File: src/rtl/multicycle_ctrl_if.sv
// Control bus between the multi-cycle controller and its datapath.
// The controller drives through "master"; the datapath side observes through "slave".
interface multicycle_ctrl_if #(
  parameter int CNT_W = 16
);
  logic             en;
  logic [5:0]       opcode;
  logic             mem_ready;
  logic             pc_write;
  logic             pc_write_cond;
  logic             branch_ne;
  logic             iord;
  logic             mem_read;
  logic             mem_write;
  logic             ir_write;
  logic             regdst;
  logic             memtoreg;
  logic             regwrite;
  logic             alusrca;
  logic [1:0]       alusrcb;
  logic [1:0]       aluop;
  logic [1:0]       pcsource;
  logic [3:0]       state;
  logic             trap;
  logic             trap_code;
  logic [CNT_W-1:0] retired;

  modport master (
    input  en, opcode, mem_ready,
    output pc_write, pc_write_cond, branch_ne, iord, mem_read, mem_write,
           ir_write, regdst, memtoreg, regwrite, alusrca, alusrcb, aluop,
           pcsource, state, trap, trap_code, retired
  );

  modport slave (
    output en, opcode, mem_ready,
    input  pc_write, pc_write_cond, branch_ne, iord, mem_read, mem_write,
           ir_write, regdst, memtoreg, regwrite, alusrca, alusrcb, aluop,
           pcsource, state, trap, trap_code, retired
  );
endinterface

File: src/rtl/multicycle_ctrl.sv
// Multi-cycle FETCH/DECODE/EXECUTE/MEM/WB controller with step enable, memory timeout,
// sticky trap and retired-instruction counter. Moore controls; strobes only on a firing transition.
module multicycle_ctrl #(
  parameter int CNT_W   = 16,
  parameter int TIMEOUT = 255,
  parameter int TO_W    = 8
) (
  input  logic           clk,
  input  logic           rst,
  multicycle_ctrl_if.master bus
);

  typedef enum logic [3:0] {
    S_FETCH    = 4'd0,
    S_DECODE   = 4'd1,
    S_MEM_ADDR = 4'd2,
    S_MEM_RD   = 4'd3,
    S_MEM_WB   = 4'd4,
    S_MEM_WR   = 4'd5,
    S_EXEC_R   = 4'd6,
    S_R_WB     = 4'd7,
    S_BRANCH   = 4'd8,
    S_JUMP     = 4'd9,
    S_EXEC_I   = 4'd10,
    S_I_WB     = 4'd11,
    S_TRAP     = 4'd12
  } state_t;

  localparam logic [TO_W-1:0] TO_LAST = (TIMEOUT == 0) ? '0 : TO_W'(TIMEOUT - 1);

  state_t           state_q, state_d;
  logic [5:0]       op_q;
  logic             trap_q, trap_code_q, trap_code_d;
  logic [CNT_W-1:0] retired_q;
  logic [TO_W-1:0]  to_cnt;
  logic             mem_st, fire, to_hit;

  assign mem_st = (state_q == S_FETCH) || (state_q == S_MEM_RD) || (state_q == S_MEM_WR);
  assign fire   = bus.en && (!mem_st || bus.mem_ready) && (state_q != S_TRAP);
  // The timeout watches the memory, not the stepper, so en does not gate it.
  assign to_hit = (TIMEOUT != 0) && mem_st && !bus.mem_ready && (to_cnt == TO_LAST);

  always_comb begin
    state_d           = state_q;
    trap_code_d       = trap_code_q;
    bus.pc_write      = 1'b0;
    bus.pc_write_cond = 1'b0;
    bus.branch_ne     = 1'b0;
    bus.iord          = 1'b0;
    bus.mem_read      = 1'b0;
    bus.mem_write     = 1'b0;
    bus.ir_write      = 1'b0;
    bus.regdst        = 1'b0;
    bus.memtoreg      = 1'b0;
    bus.regwrite      = 1'b0;
    bus.alusrca       = 1'b0;
    bus.alusrcb       = 2'b00;
    bus.aluop         = 2'b00;
    bus.pcsource      = 2'b00;
    case (state_q)
      S_FETCH: begin
        bus.mem_read = 1'b1;
        bus.alusrcb  = 2'b01;
        if (fire) begin
          bus.ir_write = 1'b1;
          bus.pc_write = 1'b1;
          state_d      = S_DECODE;
        end
      end
      S_DECODE: begin
        bus.alusrcb = 2'b11;
        if (fire) begin
          case (bus.opcode)
            6'b000000:                               state_d = S_EXEC_R;
            6'b100011, 6'b101011:                    state_d = S_MEM_ADDR;
            6'b000100, 6'b000101:                    state_d = S_BRANCH;
            6'b000010:                               state_d = S_JUMP;
            6'b001000, 6'b001100, 6'b001101, 6'b001010: state_d = S_EXEC_I;
            default: begin
              state_d     = S_TRAP;
              trap_code_d = 1'b0;
            end
          endcase
        end
      end
      S_MEM_ADDR: begin
        bus.alusrca = 1'b1;
        bus.alusrcb = 2'b10;
        if (fire) state_d = (op_q == 6'b100011) ? S_MEM_RD : S_MEM_WR;
      end
      S_MEM_RD: begin
        bus.mem_read = 1'b1;
        bus.iord     = 1'b1;
        if (fire) state_d = S_MEM_WB;
      end
      S_MEM_WB: begin
        bus.memtoreg = 1'b1;
        if (fire) begin
          bus.regwrite = 1'b1;
          state_d      = S_FETCH;
        end
      end
      S_MEM_WR: begin
        bus.mem_write = 1'b1;
        bus.iord      = 1'b1;
        if (fire) state_d = S_FETCH;
      end
      S_EXEC_R: begin
        bus.alusrca = 1'b1;
        bus.aluop   = 2'b10;
        if (fire) state_d = S_R_WB;
      end
      S_R_WB: begin
        bus.regdst = 1'b1;
        if (fire) begin
          bus.regwrite = 1'b1;
          state_d      = S_FETCH;
        end
      end
      S_BRANCH: begin
        bus.alusrca   = 1'b1;
        bus.aluop     = 2'b01;
        bus.pcsource  = 2'b01;
        bus.branch_ne = (op_q == 6'b000101);
        if (fire) begin
          bus.pc_write_cond = 1'b1;
          state_d           = S_FETCH;
        end
      end
      S_JUMP: begin
        bus.pcsource = 2'b10;
        if (fire) begin
          bus.pc_write = 1'b1;
          state_d      = S_FETCH;
        end
      end
      S_EXEC_I: begin
        bus.alusrca = 1'b1;
        bus.alusrcb = 2'b10;
        bus.aluop   = 2'b11;
        if (fire) state_d = S_I_WB;
      end
      S_I_WB: begin
        if (fire) begin
          bus.regwrite = 1'b1;
          state_d      = S_FETCH;
        end
      end
      default: ;
    endcase
    if (to_hit) begin
      state_d     = S_TRAP;
      trap_code_d = 1'b1;
    end
  end

  always_ff @(posedge clk) begin
    if (!rst) begin
      state_q     <= S_FETCH;
      op_q        <= '0;
      trap_q      <= 1'b0;
      trap_code_q <= 1'b0;
      retired_q   <= '0;
      to_cnt      <= '0;
    end else begin
      state_q     <= state_d;
      trap_code_q <= trap_code_d;
      if (state_d == S_TRAP) trap_q <= 1'b1;
      if (fire && state_q == S_DECODE) op_q <= bus.opcode;
      // Only writeback/branch/jump/store states can fire into FETCH.
      if (fire && state_d == S_FETCH) retired_q <= retired_q + 1'b1;
      if (state_d != state_q) to_cnt <= '0;
      else if (mem_st && !bus.mem_ready) to_cnt <= to_cnt + 1'b1;
    end
  end

  assign bus.state     = state_q;
  assign bus.trap      = trap_q;
  assign bus.trap_code = trap_code_q;
  assign bus.retired   = retired_q;

endmodule

File: src/flat_wrapper.sv
// flat-port wrapper written by rule: the top's interface ports become plain ports
module multicycle_ctrl_flat 
#(
  parameter int CNT_W   = 16,
  parameter int TIMEOUT = 255,
  parameter int TO_W    = 8
)
  (clk, rst, bus_en, bus_opcode, bus_mem_ready, bus_pc_write, bus_pc_write_cond, bus_branch_ne, bus_iord, bus_mem_read, bus_mem_write, bus_ir_write, bus_regdst, bus_memtoreg, bus_regwrite, bus_alusrca, bus_alusrcb, bus_aluop, bus_pcsource, bus_state, bus_trap, bus_trap_code, bus_retired);
  multicycle_ctrl_if #(.CNT_W(CNT_W)) bus_i ();
  input  logic clk;
  input  logic rst;
  input wire logic [$bits(bus_i.en)-1:0] bus_en;
  input wire logic [$bits(bus_i.opcode)-1:0] bus_opcode;
  input wire logic [$bits(bus_i.mem_ready)-1:0] bus_mem_ready;
  output wire logic [$bits(bus_i.pc_write)-1:0] bus_pc_write;
  output wire logic [$bits(bus_i.pc_write_cond)-1:0] bus_pc_write_cond;
  output wire logic [$bits(bus_i.branch_ne)-1:0] bus_branch_ne;
  output wire logic [$bits(bus_i.iord)-1:0] bus_iord;
  output wire logic [$bits(bus_i.mem_read)-1:0] bus_mem_read;
  output wire logic [$bits(bus_i.mem_write)-1:0] bus_mem_write;
  output wire logic [$bits(bus_i.ir_write)-1:0] bus_ir_write;
  output wire logic [$bits(bus_i.regdst)-1:0] bus_regdst;
  output wire logic [$bits(bus_i.memtoreg)-1:0] bus_memtoreg;
  output wire logic [$bits(bus_i.regwrite)-1:0] bus_regwrite;
  output wire logic [$bits(bus_i.alusrca)-1:0] bus_alusrca;
  output wire logic [$bits(bus_i.alusrcb)-1:0] bus_alusrcb;
  output wire logic [$bits(bus_i.aluop)-1:0] bus_aluop;
  output wire logic [$bits(bus_i.pcsource)-1:0] bus_pcsource;
  output wire logic [$bits(bus_i.state)-1:0] bus_state;
  output wire logic [$bits(bus_i.trap)-1:0] bus_trap;
  output wire logic [$bits(bus_i.trap_code)-1:0] bus_trap_code;
  output wire logic [$bits(bus_i.retired)-1:0] bus_retired;
  assign bus_i.en = bus_en;
  assign bus_i.opcode = bus_opcode;
  assign bus_i.mem_ready = bus_mem_ready;
  assign bus_pc_write = bus_i.pc_write;
  assign bus_pc_write_cond = bus_i.pc_write_cond;
  assign bus_branch_ne = bus_i.branch_ne;
  assign bus_iord = bus_i.iord;
  assign bus_mem_read = bus_i.mem_read;
  assign bus_mem_write = bus_i.mem_write;
  assign bus_ir_write = bus_i.ir_write;
  assign bus_regdst = bus_i.regdst;
  assign bus_memtoreg = bus_i.memtoreg;
  assign bus_regwrite = bus_i.regwrite;
  assign bus_alusrca = bus_i.alusrca;
  assign bus_alusrcb = bus_i.alusrcb;
  assign bus_aluop = bus_i.aluop;
  assign bus_pcsource = bus_i.pcsource;
  assign bus_state = bus_i.state;
  assign bus_trap = bus_i.trap;
  assign bus_trap_code = bus_i.trap_code;
  assign bus_retired = bus_i.retired;
  multicycle_ctrl #(.CNT_W(CNT_W), .TIMEOUT(TIMEOUT), .TO_W(TO_W)) u_core (.clk(clk), .rst(rst), .bus(bus_i));
endmodule
File: config.mk
export PLATFORM = sky130hd
export DESIGN_NAME = multicycle_ctrl_flat
export DESIGN_NICKNAME = d
export VERILOG_FILES = /design/src/rtl/multicycle_ctrl_if.sv /design/src/rtl/multicycle_ctrl.sv /design/src/flat_wrapper.sv
export SDC_FILE = /design/constraint.sdc
export NUM_CORES = 1
export LEC_CHECK = 0
export ABC_AREA = 1
export BUFFER_PORTS_ARGS = -buffer_cell sky130_fd_sc_hd__buf_4
export CAP_MARGIN = 20
export CORE_MARGIN = 1.5
export CORE_UTILIZATION = 57
export CTS_BUF_LIST = sky130_fd_sc_hd__clkbuf_2
export CTS_CLUSTER_SIZE = 28
export DETAILED_ROUTE_END_ITERATION = 10
export PLACE_DENSITY = 0.82
export SYNTH_ARGS = -nofsm -noshare
export SYNTH_HDL_FRONTEND = slang
export SYNTH_SLANG_ARGS = --single-unit
export TNS_END_PERCENT = 100
File: constraint.sdc
create_clock -name clk -period 2.3 [get_ports clk]
set_input_delay 0.23 -clock clk [delete_from_list [all_inputs] [get_ports clk]]
set_output_delay 0.23 -clock clk [all_outputs]
set_load 0.1 [all_outputs]
Word-level counts from Yosys, hierarchy flattened
Index checks and enable logic that the tools add are counted.
{ "classes": {"n_addsub": 2, "mux": 30, "n_eq_ne": 27, "bitwise": 1, "reduce_logical": 29} }
{ "op_table": {"columns": ["operator", "count"], "rows": [
  ["$mux W4", 8],
  ["$pmux W4 S7", 1],
  ["$eq A6 B4 Y1 const B", 4],
  ["$eq A4 B4 Y1 const B", 5],
  ["$pmux W4 S5", 1],
  ["$eq A6 B3 Y1 const B", 3],
  ["$eq A6 B6 Y1 const B", 3],
  ["$add A16 B1 Y16 const B", 1],
  ["$eq A4 B3 Y1 const B", 4],
  ["$mux W1", 16],
  ["$reduce_or A2 Y1", 7],
  ["$pmux W2 S3", 2],
  ["$reduce_or A10 Y1", 1],
  ["$add A8 B1 Y8 const B", 1],
  ["$eq A4 B2 Y1 const B", 2],
  ["$eq A8 B8 Y1 const B", 1],
  ["$logic_not A4 Y1", 2],
  ["$reduce_or A4 Y1", 2],
  ["$eq A6 B2 Y1 const B", 1],
  ["$logic_and A1 B1 Y1", 6],
  ["$logic_not A6 Y1", 1],
  ["$reduce_or A6 Y1", 1],
  ["$eq A4 B1 Y1 const B", 1],
  ["$ne A4 B4 Y1", 1],
  ["10 further kinds", 14]
]} }
{ "totals": {"output_inout_bits": 39, "inputBits": 10, "ff_bits": 36} }

Longest topological paths before layout
{ "logic_depth": {"depth_word": 12, "mapped_depth": 17} }

Worst setup path before layout
OpenSTA, ideal clock, no wires.
{ "synth_timing": {"path_type": "register to output", "startpoint": "reg u_core.state_q[3], in the netlist u_core.bus.state[3]", "endpoint": "out bus_branch_ne", "stages_incl_launch_ff": 7, "slack_ns": -2.849, "t_arrival_ns": 4.919, "cell_sequence": "dfxtp_1 > inv_1 > nor2_1 > inv_1 > nor2_1 > inv_1 > nor3_1"} }
{ "synth_between": {"elab_chain_len": 2} }
{ "synth_lines": {"columns": ["element", "line", "source"], "rows": [
  ["start, declared", "multicycle_ctrl.sv:31", "state_t state_q, state_d;"],
  ["start signal, assigned", "multicycle_ctrl.sv:166", "state_q <= state_d;"],
  ["$eq A4 B4 Y1", "multicycle_ctrl.sv:60", "case (state_q)"],
  ["$mux W1", "multicycle_ctrl.sv:60", null],
  ["end, declared", "flat_wrapper.sv:17", "output wire logic [$bits(bus_i.branch_ne)-1:0] bus_branch_ne;"]
]} }
No other way between the ends.

Worst setup path after layout
{ "layout_timing": {"startpoint": "reg u_core.state_q[2], in the netlist u_core.bus.state[2]", "endpoint": "reg u_core.retired_q[10], in the netlist u_core.bus.retired[10]"} }
{ "layout_between": {"elab_chain_len": 12} }
{ "layout_lines": {"columns": ["element", "line", "source"], "rows": [
  ["$eq A4 B2 Y1 or $logic_not A4 Y1 (tied branches)", "multicycle_ctrl.sv:38, multicycle_ctrl.sv:60", null],
  ["$logic_or A1 B1 Y1 (2 in a row)", "multicycle_ctrl.sv:38", "assign mem_st = (state_q == S_FETCH) || (state_q == S_MEM_RD) || (state_q == S_MEM_WR);"],
  ["$logic_not A1 Y1", "multicycle_ctrl.sv:39", "assign fire = bus.en && (!mem_st || bus.mem_ready) && (state_q != S_TRAP);"],
  ["$logic_or A1 B1 Y1", "multicycle_ctrl.sv:39", null],
  ["$logic_and A1 B1 Y1 (2 in a row)", "multicycle_ctrl.sv:39", null],
  ["$mux W4 (tied with other cells)", null, null],
  ["$pmux W4 S7", "multicycle_ctrl.sv:60", null],
  ["$mux W4", "multicycle_ctrl.sv:151", "if (to_hit) begin"],
  ["$logic_not A4 Y1", "multicycle_ctrl.sv:171", "if (fire && state_d == S_FETCH) retired_q <= retired_q + 1'b1;"],
  ["$logic_and A1 B1 Y1 (*)", "multicycle_ctrl.sv:171", null],
  ["end signal, assigned", "multicycle_ctrl.sv:171", null],
  ["end, declared", "multicycle_ctrl.sv:34", "logic [CNT_W-1:0] retired_q;"]
]} }
Every way passes the cells marked *; elsewhere a longest branch is shown, timed or not.
A chain may end at the register's enable or synchronous reset.

==> flow_metrics.env <==
export IMPL_seq_power_share=0.509
export IMPL_synth_top_cells_by_count="nand2_1 (57), inv_1 (44), nor2_1 (40)"
export IMPL_finalSetupViolations=0
export IMPL_status="completed"
export IMPL_vdd_drop_max_mv=0.320
export IMPL_p_switching_uw=453
export IMPL_p_leak_uw=0.00137
export IMPL_ant_nets=0
export IMPL_drt_iter0_drc=142
export IMPL_final_area_um2=3130
export IMPL_synth_avg_cell_area_um2=6.86
export IMPL_drt_first_pass_iters=4
export IMPL_clock_fmax_ghz=0.445
export IMPL_cts_tree="built"
export IMPL_tightest_slew_ns=0.596
export IMPL_die_w_um=67.8
export IMPL_syn_area_um2=2390
export IMPL_required_ns=2.63
export IMPL_antenna_cells=0
export IMPL_vias_per_cell=5.53
export IMPL_drive_above_1_share=0.318
export IMPL_root_buffer="clkbuf_2"
export IMPL_clock_latency_ns=0.38
export IMPL_sw_frac_of_total=0.357
export IMPL_power_density_nw_per_um2=406
export IMPL_cts_sink_count=36
export IMPL_grt_max_degree=18
export IMPL_synth_edff_count=0
export IMPL_synth_cell_type_count=31
export IMPL_r2r_end="u_core.bus.retired[10]"
export IMPL_hold_viol=0
export IMPL_reg2reg_from="u_core.bus.state[2]"
export IMPL_post_dp_cell_area_um2=2910
export IMPL_cp_startpoint="u_core.bus.state[2]"
export IMPL_core_area_um2=4030
export IMPL_power_internal_uw=816
export IMPL_worstHoldEndpoint="u_core.bus.state[2]"
export IMPL_worst_setup_path_start_kind="flip-flop"
export IMPL_yosysTopAreaCell="dfxtp_1"
export IMPL_fp_dieArea_um2=4600
export IMPL_worst_r2r_path_depth=14
export IMPL_antenna_found_initial=0
export IMPL_report_final_slew_viol_count=0
export IMPL_yosys_top_cells_area="dfxtp_1 (30%), nand2_1 (8.9%), inv_1 (6.9%)"
export IMPL_drt_total_wl_um=6280
export IMPL_clockBufferDepth=2
export IMPL_ys_warn_count=0
export IMPL_num_fill_cells=319
export IMPL_min_period_ns=2.25
export IMPL_numPortBuffers=48
export IMPL_endpoint_kind="flip-flop"
export IMPL_num_vias=2573
export IMPL_h_tree_depth=2
export IMPL_reg2reg_slack_ns=0.05
export IMPL_grtUsageTotal=0.271
export IMPL_rsz0062_at_grt="true"
export IMPL_path_class="flip-flop to flip-flop"
export IMPL_num_rows=23
export IMPL_overflow=0
export IMPL_power_total_uw=1270
export IMPL_hold_depth=3
export IMPL_clk_pin_slew_ns=0.17
export IMPL_arrival_ns=2.58
export IMPL_hpwl_um=4470
export IMPL_grt_pass1_vias=2253
export IMPL_cap_violations=0
export IMPL_final_nets=427
export IMPL_die_h_um=67.8
export IMPL_worst_hold_path_type="input port to flip-flop"
export IMPL_drc=0
export IMPL_numCtsBuffers=5
export IMPL_pin_count=49
export IMPL_pwr_share_comb=0.274
export IMPL_start_util=0.594
export IMPL_syn_nets=362
export IMPL_skew_ns=0.00985
export IMPL_gp_congestion=0.947
export IMPL_multiInputGateArea_um2=1560
export IMPL_syn_inst=349
export IMPL_grt_pass1_wl_um=9660
export IMPL_area_growth_pct=30.7
export IMPL_seq_area_um2=736
export IMPL_clock_power_share=0.217
export IMPL_ys_seq_elements=36
export IMPL_min_delay_start="rst"
export IMPL_async_flop_share=0
export IMPL_synth_most_common_cell="nand2_1"
export IMPL_routedWlPerCell_um=13.5
export IMPL_synthFlopType="dfxtp_1"
export IMPL_period_share=0.977
export IMPL_maxSlewHeadroom=0.599
export IMPL_cp_max_fo=8
export IMPL_synth_top_area_share=0.301
export IMPL_synth_seq_area_share=0.301
## how the worst max path moves through the flow
stage | end | slack (ns) | cells past startpoint
6_report | u_core.bus.retired[10] | 0.05 | 14
5_1_grt | u_core.bus.retired[8] | -0.06 | 14
4_1_cts | u_core.bus.retired[0] | 0.01 | 14
3_5_place_dp | u_core.bus.retired[0] | 0.04 | 13
3_3_place_gp | u_core.bus.retired[0] | 0.11 | 12
2_1_floorplan | bus_branch_ne | -0.22 | 6
## placed cells by master (no fill, tap or decap), drive strengths merged
| cell type | n |
|---|---|
| nand2 | 70 |
| clkbuf | 7 |
| xnor2 | 8 |
| nand4 | 26 |
| xor2 | 13 |
| a31oi | 1 |
| inv | 46 |
| o211ai | 1 |
| and2 | 1 |
| nand3 | 36 |
| a21oi | 27 |
| a21boi | 1 |
| ha | 3 |
| clkinv | 2 |
| o21ai | 10 |
| buf | 67 |
| dfxtp | 36 |
| nor3 | 13 |
| nor2 | 44 |
| nor4 | 3 |
## layout make-up
| type | instances | share of cell area |
|---|---|---|
| multi-input cells | 257 | 0.499 |
| flip-flops and latches | 36 | 0.235 |
| repair buffers | 68 | 0.178 |
| inverters | 46 | 0.0560 |
| well taps | 50 | 0.0200 |
| clock buffers | 6 | 0.00960 |
| clock inverters | 2 | 0.00240 |
## power groups by stage
| stage | clock [µW] | combinational, µW | sequential, µW |
|---|---|---|---|
| 3_3_place_gp | 0 | 300 | 659 |
| 2_1_floorplan | 0 | 209 | 689 |
| 5_1_grt | 299 | 370 | 648 |
| 3_5_place_dp | 0 | 305 | 659 |
| 4_1_cts | 280 | 307 | 646 |
| 6_report | 275 | 348 | 647 |
## metrics by stage
stage	utilization	setup WS (ns)	cells	setup TNS, ns	hold WS (ns)
final	0.776	0.0520	465	0	0.112
after global routing	0.776	-0.0588	465	-0.606	0.107
after CTS	0.734	0.0130	454	0	0.0884
after detailed placement	0.722	0.0370	446	0	0.444
after global placement	0.722	0.109	446	0	0.441
after floorplan	-	-0.223	349	-0.742	0.394
## logic make-up (layout without fill, tap and decap cells)
kind of cell | after synthesis | in the layout | synth area share
simple gates | 193 | 193 | 0.412
buf+inv | 56 | 122 | 0.103
xor+xnor | 21 | 21 | 0.0768
fa+ha+maj | 3 | 3 | 0.0157
flops | 36 | 36 | 0.301
compound gates | 40 | 40 | 0.0910
## repair_timing
item                       CTS  global route
gates resized for setup      1            15
hold endpoints to repair     0             0
setup buffers                0            10
hold buffers                 0             0
pin swaps                    0             4
gates cloned                 0             1
setup endpoints to repair    4            27
## routing by layer
metal / global-route usage / wire (µm) / up-vias
met2: 0.457 / 3070 / 100
met5: 0 / 0 / -
met4: 0.105 / 163 / 0
met1: 0.339 / 2670 / 1173
li1: - / - / 1285
met3: 0.0550 / 376 / 15
## flip-flops by register name, summed over array words and instances (netlist names)
signal / flops
u_core.to_cnt: 8
u_core.op_q: 6
u_core.bus.trap: 1
u_core.bus.state: 4
u_core.bus.trap_code: 1
u_core.bus.retired: 16
## worst max-delay path, stage by stage (launching register included)
cell	delay, ns
dfxtp_4	0.45
inv_2	0.08
nor2_2	0.15
nand2_2	0.12
nand3_4	0.10
nand2_4	0.08
nand2_4	0.11
nor2_1	0.05
nor2_1	0.21
nand3_2	0.13
nor2_4	0.18
buf_4	0.14
clkbuf_16	0.13
nand4_1	0.11
a21oi_1	0.15
Note: power is estimated with default switching activity, not from simulation.
